==> src/rtl/vr_log_space_ctrl.sv <==
`default_nettype none
// ============================================================================
// Module      : vr_log_space_ctrl
// Description : Head/tail allocator for the VR replica header and data log
//               rings; arbitrates flush, free and append requests.
// Revision    : 1.0 - initial release
// ============================================================================
module vr_log_space_ctrl #(
    parameter int HDR_DEPTH_W  = 11,
    parameter int DATA_DEPTH_W = 11
) (
    input  logic                    clk,
    input  logic                    rst,
    input  logic                    alloc_req_val,
    input  logic [DATA_DEPTH_W:0]   alloc_req_data_lines,
    output logic                    alloc_req_rdy,
    output logic                    alloc_resp_val,
    output logic [HDR_DEPTH_W-1:0]  alloc_resp_hdr_addr,
    output logic [DATA_DEPTH_W-1:0] alloc_resp_data_addr,
    input  logic                    alloc_resp_rdy,
    input  logic                    free_req_val,
    input  logic [DATA_DEPTH_W:0]   free_req_data_lines,
    output logic                    free_req_rdy,
    input  logic                    flush_req_val,
    output logic                    flush_req_rdy,
    output logic [HDR_DEPTH_W:0]    hdr_log_head,
    output logic [HDR_DEPTH_W:0]    hdr_log_tail,
    output logic [DATA_DEPTH_W:0]   data_log_head,
    output logic [DATA_DEPTH_W:0]   data_log_tail,
    output logic [HDR_DEPTH_W:0]    hdr_used,
    output logic [DATA_DEPTH_W:0]   data_free
);

    localparam logic [0:0] c_ST_IDLE       = 1'b0;
    localparam logic [0:0] c_ST_ALLOC_RESP = 1'b1;
    localparam logic [DATA_DEPTH_W:0] c_DATA_CAP = {1'b1, {DATA_DEPTH_W{1'b0}}};
    localparam logic [HDR_DEPTH_W:0]  c_HDR_ONE  = {{HDR_DEPTH_W{1'b0}}, 1'b1};

    logic [0:0]              r_state;
    logic [HDR_DEPTH_W:0]    r_hdr_head;
    logic [HDR_DEPTH_W:0]    r_hdr_tail;
    logic [DATA_DEPTH_W:0]   r_data_head;
    logic [DATA_DEPTH_W:0]   r_data_tail;
    logic                    r_resp_val;
    logic [HDR_DEPTH_W-1:0]  r_resp_hdr_addr;
    logic [DATA_DEPTH_W-1:0] r_resp_data_addr;

    logic [HDR_DEPTH_W:0]  w_hdr_used;
    logic [DATA_DEPTH_W:0] w_data_used;
    logic [DATA_DEPTH_W:0] w_data_free;
    logic                  w_hdr_empty;
    logic                  w_hdr_full;
    logic                  w_idle;
    logic                  w_free_ok;
    logic                  w_flush_acc;
    logic                  w_free_acc;
    logic                  w_alloc_acc;

    assign w_hdr_used  = r_hdr_tail - r_hdr_head;
    assign w_data_used = r_data_tail - r_data_head;
    assign w_data_free = c_DATA_CAP - w_data_used;
    assign w_hdr_empty = (r_hdr_tail == r_hdr_head);
    assign w_hdr_full  = (r_hdr_tail[HDR_DEPTH_W-1:0] == r_hdr_head[HDR_DEPTH_W-1:0]) &&
                         (r_hdr_tail[HDR_DEPTH_W] != r_hdr_head[HDR_DEPTH_W]);

    // A free that cannot be taken (empty ring) does not block a pending append.
    assign w_idle      = (r_state == c_ST_IDLE) && !rst;
    assign w_free_ok   = free_req_val && !w_hdr_empty;
    assign w_flush_acc = w_idle && flush_req_val;
    assign w_free_acc  = w_idle && !flush_req_val && w_free_ok;
    assign w_alloc_acc = w_idle && !flush_req_val && !w_free_ok && alloc_req_val &&
                         !w_hdr_full && (w_data_free >= alloc_req_data_lines);

    always_ff @(posedge clk or posedge rst) begin
        if (rst) begin
            r_state          <= c_ST_IDLE;
            r_hdr_head       <= '0;
            r_hdr_tail       <= '0;
            r_data_head      <= '0;
            r_data_tail      <= '0;
            r_resp_val       <= 1'b0;
            r_resp_hdr_addr  <= '0;
            r_resp_data_addr <= '0;
        end else begin
            case (r_state)
                c_ST_IDLE: begin
                    if (w_flush_acc) begin
                        r_hdr_head  <= '0;
                        r_hdr_tail  <= '0;
                        r_data_head <= '0;
                        r_data_tail <= '0;
                    end else if (w_free_acc) begin
                        r_hdr_head  <= r_hdr_head + c_HDR_ONE;
                        r_data_head <= r_data_head + free_req_data_lines;
                    end else if (w_alloc_acc) begin
                        r_resp_hdr_addr  <= r_hdr_tail[HDR_DEPTH_W-1:0];
                        r_resp_data_addr <= r_data_tail[DATA_DEPTH_W-1:0];
                        r_hdr_tail       <= r_hdr_tail + c_HDR_ONE;
                        r_data_tail      <= r_data_tail + alloc_req_data_lines;
                        r_resp_val       <= 1'b1;
                        r_state          <= c_ST_ALLOC_RESP;
                    end
                end
                c_ST_ALLOC_RESP: begin
                    if (alloc_resp_rdy) begin
                        r_resp_val <= 1'b0;
                        r_state    <= c_ST_IDLE;
                    end
                end
                default: begin
                    r_resp_val <= 1'b0;
                    r_state    <= c_ST_IDLE;
                end
            endcase
        end
    end

    assign alloc_req_rdy        = w_alloc_acc;
    assign free_req_rdy         = w_free_acc;
    assign flush_req_rdy        = w_flush_acc;
    assign alloc_resp_val       = r_resp_val;
    assign alloc_resp_hdr_addr  = r_resp_hdr_addr;
    assign alloc_resp_data_addr = r_resp_data_addr;
    assign hdr_log_head         = r_hdr_head;
    assign hdr_log_tail         = r_hdr_tail;
    assign data_log_head        = r_data_head;
    assign data_log_tail        = r_data_tail;
    assign hdr_used             = w_hdr_used;
    assign data_free            = w_data_free;

endmodule
`default_nettype wire

==> config.mk <==
export PLATFORM = sky130hd
export DESIGN_NAME = vr_log_space_ctrl
export DESIGN_NICKNAME = d
export VERILOG_FILES = /design/src/rtl/vr_log_space_ctrl.sv
export SDC_FILE = /design/constraint.sdc
export NUM_CORES = 1
export LEC_CHECK = 0
export CORE_UTILIZATION = 45
export CTS_CLUSTER_SIZE = 10
export DETAILED_ROUTE_END_ITERATION = 6
export PLACE_DENSITY = 0.73
export SYNTH_ARGS = -nofsm -noshare
export SYNTH_HDL_FRONTEND = slang
export SYNTH_SLANG_ARGS = --single-unit
==> constraint.sdc <==
create_clock -name clk -period 6.7 [get_ports clk]
set_clock_uncertainty 0.2 [all_clocks]
set_input_delay 1.34 -clock clk [delete_from_list [all_inputs] [get_ports clk]]
set_output_delay 1.34 -clock clk [all_outputs]
set_load 0.005 [all_outputs]
Word-level counts from Yosys, hierarchy flattened
Index checks and enable logic that the tools add are counted. Widths: inputs -> output; s select.

Register bits after elaboration: 72. Input bits: 30. Output and inout port bits: 98.

Add/sub/neg operators: 7. Order comparisons: 1. Equality and inequality tests: 8. Muxes and demuxes: 20. Bitwise operators: 3. Reduce and logical (&&, ||, !) cells: 21.

Operator list (number): $mux 12 (10); $add 12x1->12 const B (2); $add 12x12->12 (2); $sub 12x12->12 (2); $eq 12x12->1 (1); $ge 12x12->1 (1); $sub 12x12->12 const A (1); $eq 11x11->1 (1); $logic_and 1x1->1 (10); $mux 1 (8); $ne 2x2->1 const B (4); $reduce_and 4->1 (2); $logic_not 1->1 (5); $pmux 1 s2 (2); $reduce_bool 2->1 (2); $not 1->1 (3); $reduce_and 3->1 (1); $ne 2x1->1 const B (1); $reduce_and 2->1 (1); $ne 1x1->1 (1).

Depth between registers and ports, before layout
Gate-level depths: netlist (run 1).

Depth after elaboration: 12. Depth in mapped cells: 20. Gate-level depth less buffers: 19.

Worst setup path before layout (run 1)
No wires, ideal clock.

Path type: register -> output. From: register r_data_tail[1] (netlist: data_log_tail[1]). To: output port alloc_req_rdy. Arrival time: 3.910 ns. Data required time: 5.160 ns. Path slack: 1.250 ns. Cell stages (with the launch flop): 18. Path buffers: 1. Path through: dfrtp_1 -> inv_1 -> ha_1 -> ha_1 -> fa_1 -> a21o_1 -> a21oi_1 -> o21ai_0 -> or4_1 -> a2111o_1 -> o211ai_1 -> ha_1 -> o21ai_0 -> nor4_1 -> o221ai_1 -> a21o_1 -> inv_2 -> buf_2.

Longest elaborated chain between the ends: 4.

Ends and longest elaborated chain: start: declaration (RTL line 43) `logic [DATA_DEPTH_W:0] r_data_tail;`; start signal: assignment (RTL line 99) `r_data_tail <= r_data_tail + alloc_req_data_lines;`; $sub 12x12->12 (RTL line 60) `assign w_data_used = r_data_tail - r_data_head;`; $sub 12x12->12 (RTL line 61) `assign w_data_free = c_DATA_CAP - w_data_used;`; net data_free[11] (RTL line 31) `output logic [DATA_DEPTH_W:0] data_free`; $ge 12x12->1 (RTL line 72) `!w_hdr_full && (w_data_free >= alloc_req_data_lines);`; $logic_and 1x1->1 (RTL line 72); end: declaration (RTL line 16) `output logic alloc_req_rdy,`.

The timed path passes the listed nets, and every way through them passes these cells.

Worst setup path after layout (run 1)
From: register r_data_tail[1] (netlist: data_log_tail[1]). To: output port alloc_req_rdy.

Longest elaborated chain between the ends: 4.

Ends and longest elaborated chain (RTL line): $sub 12x12->12 (60); $sub 12x12->12 (61); $ge 12x12->1 (72); $logic_and 1x1->1 (72).

Every way passes these cells.

==> metrics.md, run 1 <==
| Metric | Value |
|---|---|
| Final Setup Violations | 0 |
| CORE AREA | 12000 um2 |
| Reg2Reg Setup Slack | 1.42 ns |
| Crit start category | flop |
| Layout fillers | 1063 |
| Relative slew margins | 0.486 |
| Die ar. | 12700 um2 |
| Synth top area share | 0.327 |
| Starting Density | 0.460 |
| Lkg Pwr | 3.21 nW |
| Crit path capture type | primary output |
| Path type of the worst setup path | reg2out |
| Dpl cells | 890 |
| DP Worst Slack | 0.744 ns |
| Post-CTS Hold Buffers | 0 |
| # nets final | 856 |
| Switching pwr | 1.55 mW |
| Switching Share | 0.429 |
| Layout cells sized above 1 | 0.0553 |
| Top_reg_cell synth | dfrtp_1 |
| N_diodes | 0 |
| Routed WL | 15200 um |
| Seq/Total Area, Yosys | 0.327 |
| Synth top area cells | dfrtp_1 (33%), ha_1 (15%), xnor2_1 (4.8%), o21ai_0 (4.4%), nand2_1 (4.0%) |
| Clk slew on worst S/H paths | 0.07 ns |
| # H-tree levels | 3 |
| Number of max-slew violations in the final report | 0 |
| CTS Buffer Depth | 2 |
| Post-synthesis cell type count | 53 |
| Setup WS post-layout | 0.287 ns |
| Gate Count Post-Synth | 627 |
| Critical path fanouts, max | 4 |
| Largest net degree at the start of global routing | 59 |
| DP HPWL | 11700 um |
| Overall Global Routing Usage | 0.255 |
| Drt first pass iters | 4 |
| Clk network pwr share | 0.139 |
| Int Power | 2.07 mW |
| Post-route ant nets | 0 |
| CTS tree | built |
| Routed len/inst | 16.8 um |
| Worst-margin pin slew | 0.770 ns |
| Area grow syn2layout | 31.2% |
| Antenna violations before repair | 0 |
| Io pins | 128 |
| Async S/R FF share, synth | 1.00 |
| Post-CTS Setup Bufs | 0 |
| Port bufs | 127 |
| Cts repair resizes | 0 |
| Final Hold Viols | 0 |
| VDD IR max | 548 uV |
| Initial drt markers | 292 |
| Drt via density | 5.60 |
| Hold WC Path Type | reg2reg |
| Die height | 113 um |
| Sequential fraction of design power | 0.162 |
| Pwr Density | 502 nW/um2 |
| Final core area utilization | 0.604 |
| Top post-synthesis cells by count | dfrtp_1 (72), ha_1 (68), nand2_1 (58), inv_1 (56), o21ai_0 (48) |
| Cell area after synthesis | 5500 um2 |
| Std-Cell Rows | 40 |
| Final setup TNS | 0 ns |
| Yosys top cell by area | dfrtp_1 |
| Worst-Skew Late Latency | 0.35 ns |
| Vias in the first global route | 5030 |
| Post-synth EDFFs | 0 |
| First-pass GRT wire length | 25200 um |
| CTS sink count | 72 |
| Yosys reg bits | 72 |
| Crit path DAT | 4.87 ns |
| Synth warn | 0 |
| Final min period | 6.41 ns |
| Die Width | 113 um |
| Number of max-cap violations | 0 |
| Combinational power share | 0.699 |
| Period utilization | 0.957 |
| Synth Net Count | 729 |
| Overflow left after global routing | 0 |
| Clk root buf | clkbuf_16 |
| Post-route DRC violation count | 0 |
| RSZ-0062 raised after global routing | false |
| Count leader, synth | dfrtp_1 |
| Critical Path RT | 5.16 ns |
| Vias post-DR | 5070 |
| Run status | finished, final reports clean |
| Final Non-Filler Cells | 906 |
| Gpl congestion | 0.897 |
| TritonCTS Buffers | 9 |
| Max Fclk | 156 MHz |
| Avg Synthesized Cell Area | 8.77 um2 |
==> kinds of logic after synthesis <==
logic type / Yosys count / share of synthesized area
and+or+nand+nor: 203 / 0.178
AOI/OAI and AO/OA: 147 / 0.170
buffers and inverters: 74 / 0.0550
adders and majority gates: 72 / 0.169
DFF: 72 / 0.327
xor gates and xnor gates: 42 / 0.0669
muxes: 17 / 0.0337
==> metal layers <==
metal | share of wire | global-route usage | up-vias
li1 | - | - | 2489
met1 | 0.43 | 0.310 | 2400
met2 | 0.47 | 0.428 | 152
met3 | 0.066 | 0.0659 | 29
met4 | 0.028 | 0.107 | 0
met5 | 0 | 0 | -
==> cell type report <==
cell class                 count  area (um2)  share of cell area
multi-input combinational    481        3400               0.471
tap                          147         184              0.0255
clock inverter                 7        78.8              0.0109
clock buffer                   9         225              0.0312
inverter                      58         218              0.0302
sequential                    72        1800               0.250
timing repair buffer         132        1310               0.181
==> metrics by stage <==
stage	hold WS (ns)	instance area [um2]	power, mW
global placement	0.266	6920	3.03
global route	0.310	7220	3.94
finish	0.285	7220	3.62
CTS	0.284	7220	3.64
detailed placement	0.271	6920	3.10
floorplan	0.273	5500	2.02
==> registers in the layout (all words and copies together) (netlist names) <==
register and flops:
hdr_log_head 12, r_state 1, hdr_log_tail 12, alloc_resp_data_addr 11
alloc_resp_val 1, data_log_head 12, data_log_tail 12, alloc_resp_hdr_addr 11
==> worst max-delay path: stages, from the launching register on <==
cell and delay (ns):
dfrtp_1 0.41, inv_1 0.15, ha_1 0.26, ha_1 0.23, fa_1 0.41, a21o_1 0.20
a21oi_1 0.21, o21ai_0 0.16, or4_1 0.47, a2111o_1 0.40, o211ai_1 0.13, ha_1 0.21
o21ai_0 0.07, nor4_1 0.20, o221ai_1 0.22, a21o_1 0.22, inv_2 0.07, clkdlybuf4s50_1 0.50
==> worst paths after layout <==
kind | startpoint | endpoint | cells after the start
min reg2reg | alloc_resp_hdr_addr[0] | alloc_resp_hdr_addr[0] | 2
min in group asynchronous | rst | hdr_log_tail[0] | 2
min | alloc_resp_hdr_addr[0] | alloc_resp_hdr_addr[0] | 2
max in group asynchronous | rst | alloc_resp_hdr_addr[0] | 3
max | data_log_tail[1] | alloc_req_rdy | 17
max reg2reg | data_log_tail[1] | hdr_log_tail[6] | 18
==> cell usage in the layout (no fill, tap or decap), types with 12 or more instances in the layout <==
cell type	count
nand2_1	58
inv_1	55
xnor2_1	30
xor2_1	12
dfrtp_1	72
nor2_1	47
nand3_1	28
mux2_2	12
nor3_1	19
a21oi_1	34
clkdlybuf4s50_1	127
o21ai_0	48
ha_1	68
==> power by group through the flow <==
stage	registers, mW	logic, mW	clock network, mW
CTS	0.587	2.54	0.514
detailed placement	0.594	2.50	0
floorplan	0.577	1.45	0
global route	0.595	2.81	0.531
finish	0.587	2.53	0.503
global placement	0.589	2.44	0
No activity file was read; power rests on OpenSTA's default activity.
==> run 2, diff against run 1 <==
--- a/config.mk
+++ b/config.mk
@@ -5,10 +5,9 @@
 export SDC_FILE = /design/constraint.sdc
 export NUM_CORES = 1
 export LEC_CHECK = 0
-export CORE_UTILIZATION = 45
+export CORE_UTILIZATION = 35
 export CTS_CLUSTER_SIZE = 10
 export DETAILED_ROUTE_END_ITERATION = 6
-export PLACE_DENSITY = 0.73
 export SYNTH_ARGS = -nofsm -noshare
 export SYNTH_HDL_FRONTEND = slang
 export SYNTH_SLANG_ARGS = --single-unit
==> metrics.md, run 2 (synthesis gave the netlist of run 1 again) <==
| Metric | Value |
|---|---|
| Run status | finished, final reports clean |
| Max Fclk | 160 MHz (+2.8%) |
| Largest net degree at the start of global routing | 59 (unchanged) |
| Critical path's most frequent cell | ha_1 |
| Post-route ant nets | 0 (unchanged) |
| Vias in the first global route | 4893 (-2.7%) |
| CTS Buffer Depth | 2 (unchanged) |
| Commonest non-fill, non-tap cell in the layout | clkdlybuf4s50_1 |
| Die Width | 127 um (+13%) |
| Layout fillers | 1448 (+36%) |
| Clk slew on worst S/H paths | 0.06 ns (about the same) |
| Commonest cells after routing, fill and taps aside | clkdlybuf4s50_1 (127), dfrtp_1 (72), ha_1 (68) |
| Switching pwr | 1.55 mW (about the same) |
| Final Hold Viols | 0 (unchanged) |
| First-pass GRT wire length | 25700 um (+2.0%) |
| Relative slew margins | 0.482 (-0.00405) |
| Worst-margin pin slew | 0.776 ns (+0.00606 ns) |
| Std-Cell Rows | 45 (+13%) |
| Clk root buf | clkbuf_16 |
| Worst-Skew Late Latency | 0.35 ns (about the same) |
| Vias post-DR | 4984 (-1.7%) |
| Initial drt markers | 303 (+3.8%) |
| Int Power | 2.07 mW (-0.16%) |
| Period utilization | 0.931 (-0.0262) |
| Crit path DAT | 4.70 ns (-0.17 ns) |
| Gpl congestion | 0.877 (-2.2%) |
| CP max stage delay | 0.49 ns (about the same) |
| # nets final | 857 (+0.12%) |
| Finished Cell Area | 7300 um2 (+1.1%) |
| Final min period | 6.24 ns (-0.176 ns) |
| Routed len/inst | 16.2 um (-3.6%) |
| Cts repair resizes | 0 (unchanged) |
| Crit-path slowest cell | clkdlybuf4s50_1 |
| N_diodes | 0 (unchanged) |
| Overall Global Routing Usage | 0.205 (-0.0500) |
| TritonCTS Buffers | 9 (unchanged) |
| CTS sink count | 72 (unchanged) |
| DP HPWL | 12100 um (+4.0%) |
| Hold WC Path Type | reg2reg |
| VDD IR max | 486 uV (-11%) |
| RSZ-0062 raised after global routing | false |
| Area grow syn2layout | 32.7% |
| Drt via density | 5.13 (-8.3%) |
| Post-route DRC violation count | 0 (unchanged) |
| # H-tree levels | 3 (unchanged) |
| Crit-path cells | inv_1 > ha_1 > ha_1 > fa_1 > a21o_1 > a21oi_1 > o21ai_0 > or4_1 > a2111o_1 > o211ai_1 > ha_1 > o21ai_0 > nor4_1 > o221ai_1 > a21o_1 > inv_2 > clkdlybuf4s50_1 |
| Port bufs | 127 (unchanged) |
| Io pins | 128 (unchanged) |
| Sequential fraction of design power | 0.161 (about the same) |
| Number of max-slew violations in the final report | 0 (unchanged) |
| Critical path fanouts, max | 4 (unchanged) |
| Crit start category | flop |
| Die ar. | 16200 um2 (+28%) |
| Clk network pwr share | 0.136 (-0.003) |
| CORE AREA | 15300 um2 (+28%) |
| Combinational power share | 0.703 (+0.004) |
| CTS tree | built |
| Antenna violations before repair | 0 (unchanged) |
| Crit path capture type | primary output |
| Post-CTS Hold Buffers | 0 (unchanged) |
| Final Setup Violations | 0 (unchanged) |
| Path type of the worst setup path | reg2out |
| Switching Share | 0.429 (about the same) |
| Routed WL | 15800 um (+3.3%) |
| Placed Area | 7000 um2 (+1.3%) |
| Final setup TNS | 0 ns (unchanged) |
| Layout cells sized above 1 | 0.0553 (-0.0000728) |
| Overflow left after global routing | 0 (unchanged) |
| Drt first pass iters | 4 (unchanged) |
| Post-CTS Setup Bufs | 0 (unchanged) |
| Lkg Pwr | 3.21 nW (about the same) |
| Number of max-cap violations | 0 (unchanged) |
| Starting Density | 0.361 (-0.0994) |
| Die height | 127 um (+13%) |
| Critical Path RT | 5.16 ns (about the same) |
| Pwr Density | 496 nW/um2 (-1.2%) |
-- run 2: cell count changes in the layout (fill, tap and decap cells not counted) --
cell	change
clkinvlp_4	+1
clkbuf_1	+1
inv_6	-1
clkinv_4	-1
buf_4	+1
-- run 2: per-layer routing --
| metal | up-vias | GRT usage | part of all wire |
|---|---|---|---|
| met5 | - | 0 | 0 |
| met4 | 0 | 0.0357 | 0.0050 |
| met3 | 6 | 0.0817 | 0.090 |
| li1 | 2493 | - | - |
| met1 | 2333 | 0.252 | 0.43 |
| met2 | 152 | 0.342 | 0.47 |
-- run 2: final cells by class --
class,instances,area (um2),area share
Timing Repair Buffer,133,1320,0.180
Multi-Input combinational cell,481,3400,0.466
Clock inverter,6,68.8,0.00942
Sequential cell,72,1800,0.247
Clock buffer,10,229,0.0314
Tap cell,211,264,0.0362
Inverter,58,218,0.0298
-- run 2: metrics by stage --
stage / std cells / hold slack, ns / power, mW / worst slack [ns] / utilization
finish: 971 / 0.277 / 3.62 / 0.462 / 0.479
global route: 971 / 0.306 / 3.99 / 0.0539 / 0.479
CTS: 971 / 0.284 / 3.65 / 0.401 / 0.479
detailed placement: 955 / 0.274 / 3.12 / 0.810 / 0.459
global placement: 955 / 0.263 / 3.08 / 0.857 / 0.459
floorplan: 627 / 0.273 / 2.02 / 1.25 / -
-- run 2: power by group through the flow --
| stage | registers (mW) | clock network, mW | logic, mW |
|---|---|---|---|
| finish | 0.584 | 0.492 | 2.54 |
| global route | 0.594 | 0.523 | 2.87 |
| detailed placement | 0.592 | 0 | 2.53 |
| floorplan | 0.577 | 0 | 1.45 |
| global placement | 0.589 | 0 | 2.49 |
| CTS | 0.586 | 0.505 | 2.56 |
-- run 2: path summary, 6_finish.rpt --
kind | depth (start not counted) | startpoint | slack, ns | endpoint
min | 2 | alloc_resp_data_addr[7] | 0.28 | alloc_resp_data_addr[7]
max reg2reg | 18 | data_log_tail[1] | 1.60 | hdr_log_tail[11]
min reg2reg | 2 | alloc_resp_data_addr[7] | 0.28 | alloc_resp_data_addr[7]
max in group asynchronous | 3 | rst | 3.90 | alloc_resp_data_addr[6]
min in group asynchronous | 2 | rst | 1.36 | hdr_log_tail[3]
max | 17 | data_log_tail[1] | 0.46 | alloc_req_rdy
-- run 2: critical path, delay by kind of cell, from the launching register on --
| kind | cells | cell delay [ns] |
|---|---|---|
| DFF | 1 | 0.40 |
| AOI/OAI and AO/OA | 8 | 1.52 |
| adders and majority gates | 4 | 1.09 |
| buffers and inverters | 3 | 0.71 |
| and+or+nand+nor | 2 | 0.62 |
==> run 3, diff against run 2 <==
--- a/config.mk
+++ b/config.mk
@@ -8,6 +8,8 @@
 export CORE_UTILIZATION = 35
 export CTS_CLUSTER_SIZE = 10
 export DETAILED_ROUTE_END_ITERATION = 6
+export GPL_TIMING_DRIVEN = 0
+export REMOVE_ABC_BUFFERS = 1
 export SYNTH_ARGS = -nofsm -noshare
 export SYNTH_HDL_FRONTEND = slang
 export SYNTH_SLANG_ARGS = --single-unit
==> constraint.sdc (replaced) <==
create_clock -name clk -period 5.51 [get_ports clk]
set_clock_uncertainty 0.2 [all_clocks]
set_input_delay 1.102 -clock clk [delete_from_list [all_inputs] [get_ports clk]]
set_output_delay 1.102 -clock clk [all_outputs]
set_load 0.005 [all_outputs]
==> metrics.md, run 3 (synthesis gave the netlist of run 1 again) <==
| Metric | Value |
|---|---|
| CTS Buffer Depth | 2 (unchanged) |
| Antenna violations before repair | 0 (unchanged) |
| Drt via density | 5.22 (+1.7%) |
| Crit path DAT | 4.08 ns (-0.62 ns) |
| CORE AREA | 15300 um2 (unchanged) |
| Die ar. | 16200 um2 (unchanged) |
| Vias post-DR | 5229 (+4.9%) |
| Area grow syn2layout | 41.3% |
| Post-route DRC violation count | 0 (unchanged) |
| Setup WS post-layout | 0.123 ns (-0.339 ns) |
| Crit start category | flop |
| Io pins | 128 (unchanged) |
| Clk root buf | clkbuf_16 |
| WP buf/inv | 3 (unchanged) |
| Overflow left after global routing | 0 (unchanged) |
| FF/Latch Area | 1800 um2 (about the same) |
| Clk slew on worst S/H paths | 0.05 ns (about the same) |
| Hold WC Path Type | reg2reg |
| Area of the multi-input gates | 3590 um2 (+5.4%) |
| Largest net degree at the start of global routing | 43 (-27%) |
| Post-route ant nets | 0 (unchanged) |
| Commonest cells after routing, fill and taps aside | clkdlybuf4s50_1 (126), dfrtp_1 (71), ha_1 (61) |
| # H-tree levels | 3 (unchanged) |
| First-pass GRT wire length | 26100 um (+1.5%) |
| Layout cells sized above 1 | 0.128 (+0.0724) |
| Crit-path slowest cell | dfrtp_2 |
| Period utilization | 0.978 |
| Gpl congestion | 0.885 (+0.90%) |
| Final Hold Viols | 0 (unchanged) |
| Overall Global Routing Usage | 0.207 (+0.00205) |
| Fin Hold WS | 0.276 ns (-0.000992 ns) |
| Number of max-slew violations in the final report | 0 (unchanged) |
| Critical path fanouts, max | 2 (-2) |
| Final Setup Violations | 0 (unchanged) |
| Final core area utilization | 0.509 (+0.0307) |
| Critical path's most frequent cell | ha_4 |
| Final min period | 5.39 ns |
| Vias in the first global route | 5194 (+6.2%) |
| CTS sink count | 72 (unchanged) |
| Run status | finished, final reports clean |
| Routed WL | 16400 um (+4.0%) |
| CTS tree | built |
| Path type of the worst setup path | reg2out |
| Port bufs | 127 (unchanged) |
| Crit-path cells | ha_4 > ha_4 > fa_2 > a21o_1 > a21oi_2 > o21ai_2 > or4_4 > a2111o_1 > o211ai_1 > ha_2 > buf_4 > a211oi_1 > nand2_1 > o221ai_2 > a21o_4 > inv_16 > buf_6 |
| Routed len/inst | 16.4 um (+0.81%) |
| Starting Density | 0.361 (unchanged) |
| DP HPWL | 11900 um (-1.9%) |
| Crit path capture type | primary output |
| TritonCTS Buffers | 9 (unchanged) |
| Delay-heaviest family, CP | compound AO/OA/AOI/OAI gates |
| Worst-Skew Late Latency | 0.34 ns (about the same) |
| Std-Cell Rows | 45 (unchanged) |
| # nets final | 888 (+3.6%) |
| Max Fclk | 186 MHz |
| Critical Path RT | 4.21 ns (-0.95 ns) |
| Lkg Pwr | 3.40 nW (+6.2%) |
| Die height | 127 um (unchanged) |
| CP max stage delay | 0.44 ns (-0.05 ns) |
| Final setup TNS | 0 ns (unchanged) |
| Pwr Density | 707 nW/um2 (+43%) |
| Worst-margin pin slew | 0.802 ns (+0.0264 ns) |
| N_diodes | 0 (unchanged) |
| VDD IR max | 817 uV (+68%) |
| Commonest non-fill, non-tap cell in the layout | clkdlybuf4s50_1 |
| DP Worst Slack | -1.22 ns (-2.03 ns) |
| Initial drt markers | 198 (-35%) |
| Die Width | 127 um (unchanged) |
| Drt first pass iters | 4 (unchanged) |
| Relative slew margins | 0.464 (-0.0176) |
| Layout fillers | 1408 (-2.8%) |
| Number of max-cap violations | 0 (unchanged) |
-- run 3: metal layers --
layer	global-route usage	part of all wire
met1	0.249	0.43
met2	0.352	0.48
met3	0.0611	0.070
met4	0.0721	0.023
met5	0	0
-- run 3: final cells by class --
type                            count  area share
Timing Repair Buffer              163       0.204
Tap cell                          211      0.0340
Inverter                           58      0.0306
Clock inverter                      5     0.00725
Multi-Input combinational cell    482       0.462
Clock buffer                       11      0.0299
Sequential cell                    72       0.232
-- run 3: what timing repair did --
action | CTS | global route
hold buffers | 0 | 0
buffers inserted | 23 | 9
pin swaps | 12 | 18
resized for setup | 30 | 15
cloned | 2 | 0
setup endpoints to repair | 11 | 1
-- run 3: path summary, 6_finish.rpt --
path | startpoint | to | slack, ns | depth (start not counted)
max in group asynchronous | rst | data_log_head[1] | 3.47 | 3
min in group asynchronous | rst | hdr_log_tail[11] | 1.06 | 2
max reg2reg | data_log_head[1] | hdr_log_tail[11] | 0.50 | 20
min | alloc_resp_data_addr[7] | alloc_resp_data_addr[7] | 0.28 | 2
min reg2reg | alloc_resp_data_addr[7] | alloc_resp_data_addr[7] | 0.28 | 2
max | data_log_head[1] | alloc_req_rdy | 0.12 | 17
-- run 3: where the power goes --
group,switching [mW],internal [mW]
logic,1.94,2.25
registers,0.0968,0.615
clock network,0.234,0.351
-- run 3: worst reg2reg max path: cells and delay by family (launching register included) --
family	cells	cell delay, ns
buffers and inverters	4	0.58
and+or+nand+nor	3	1.08
adders and majority gates	4	1.03
DFF	1	0.44
AOI/OAI and AO/OA	9	1.60
-- run 3: per-stage QoR --
stage / area, um2 / instances / power [mW]
global route: 7770 / 1002 / 5.92
detailed placement: 7030 / 953 / 3.80
finish: 7770 / 1002 / 5.49
CTS: 7630 / 994 / 5.13
floorplan: 5420 / 611 / 2.42
global placement: 6950 / 949 / 3.72
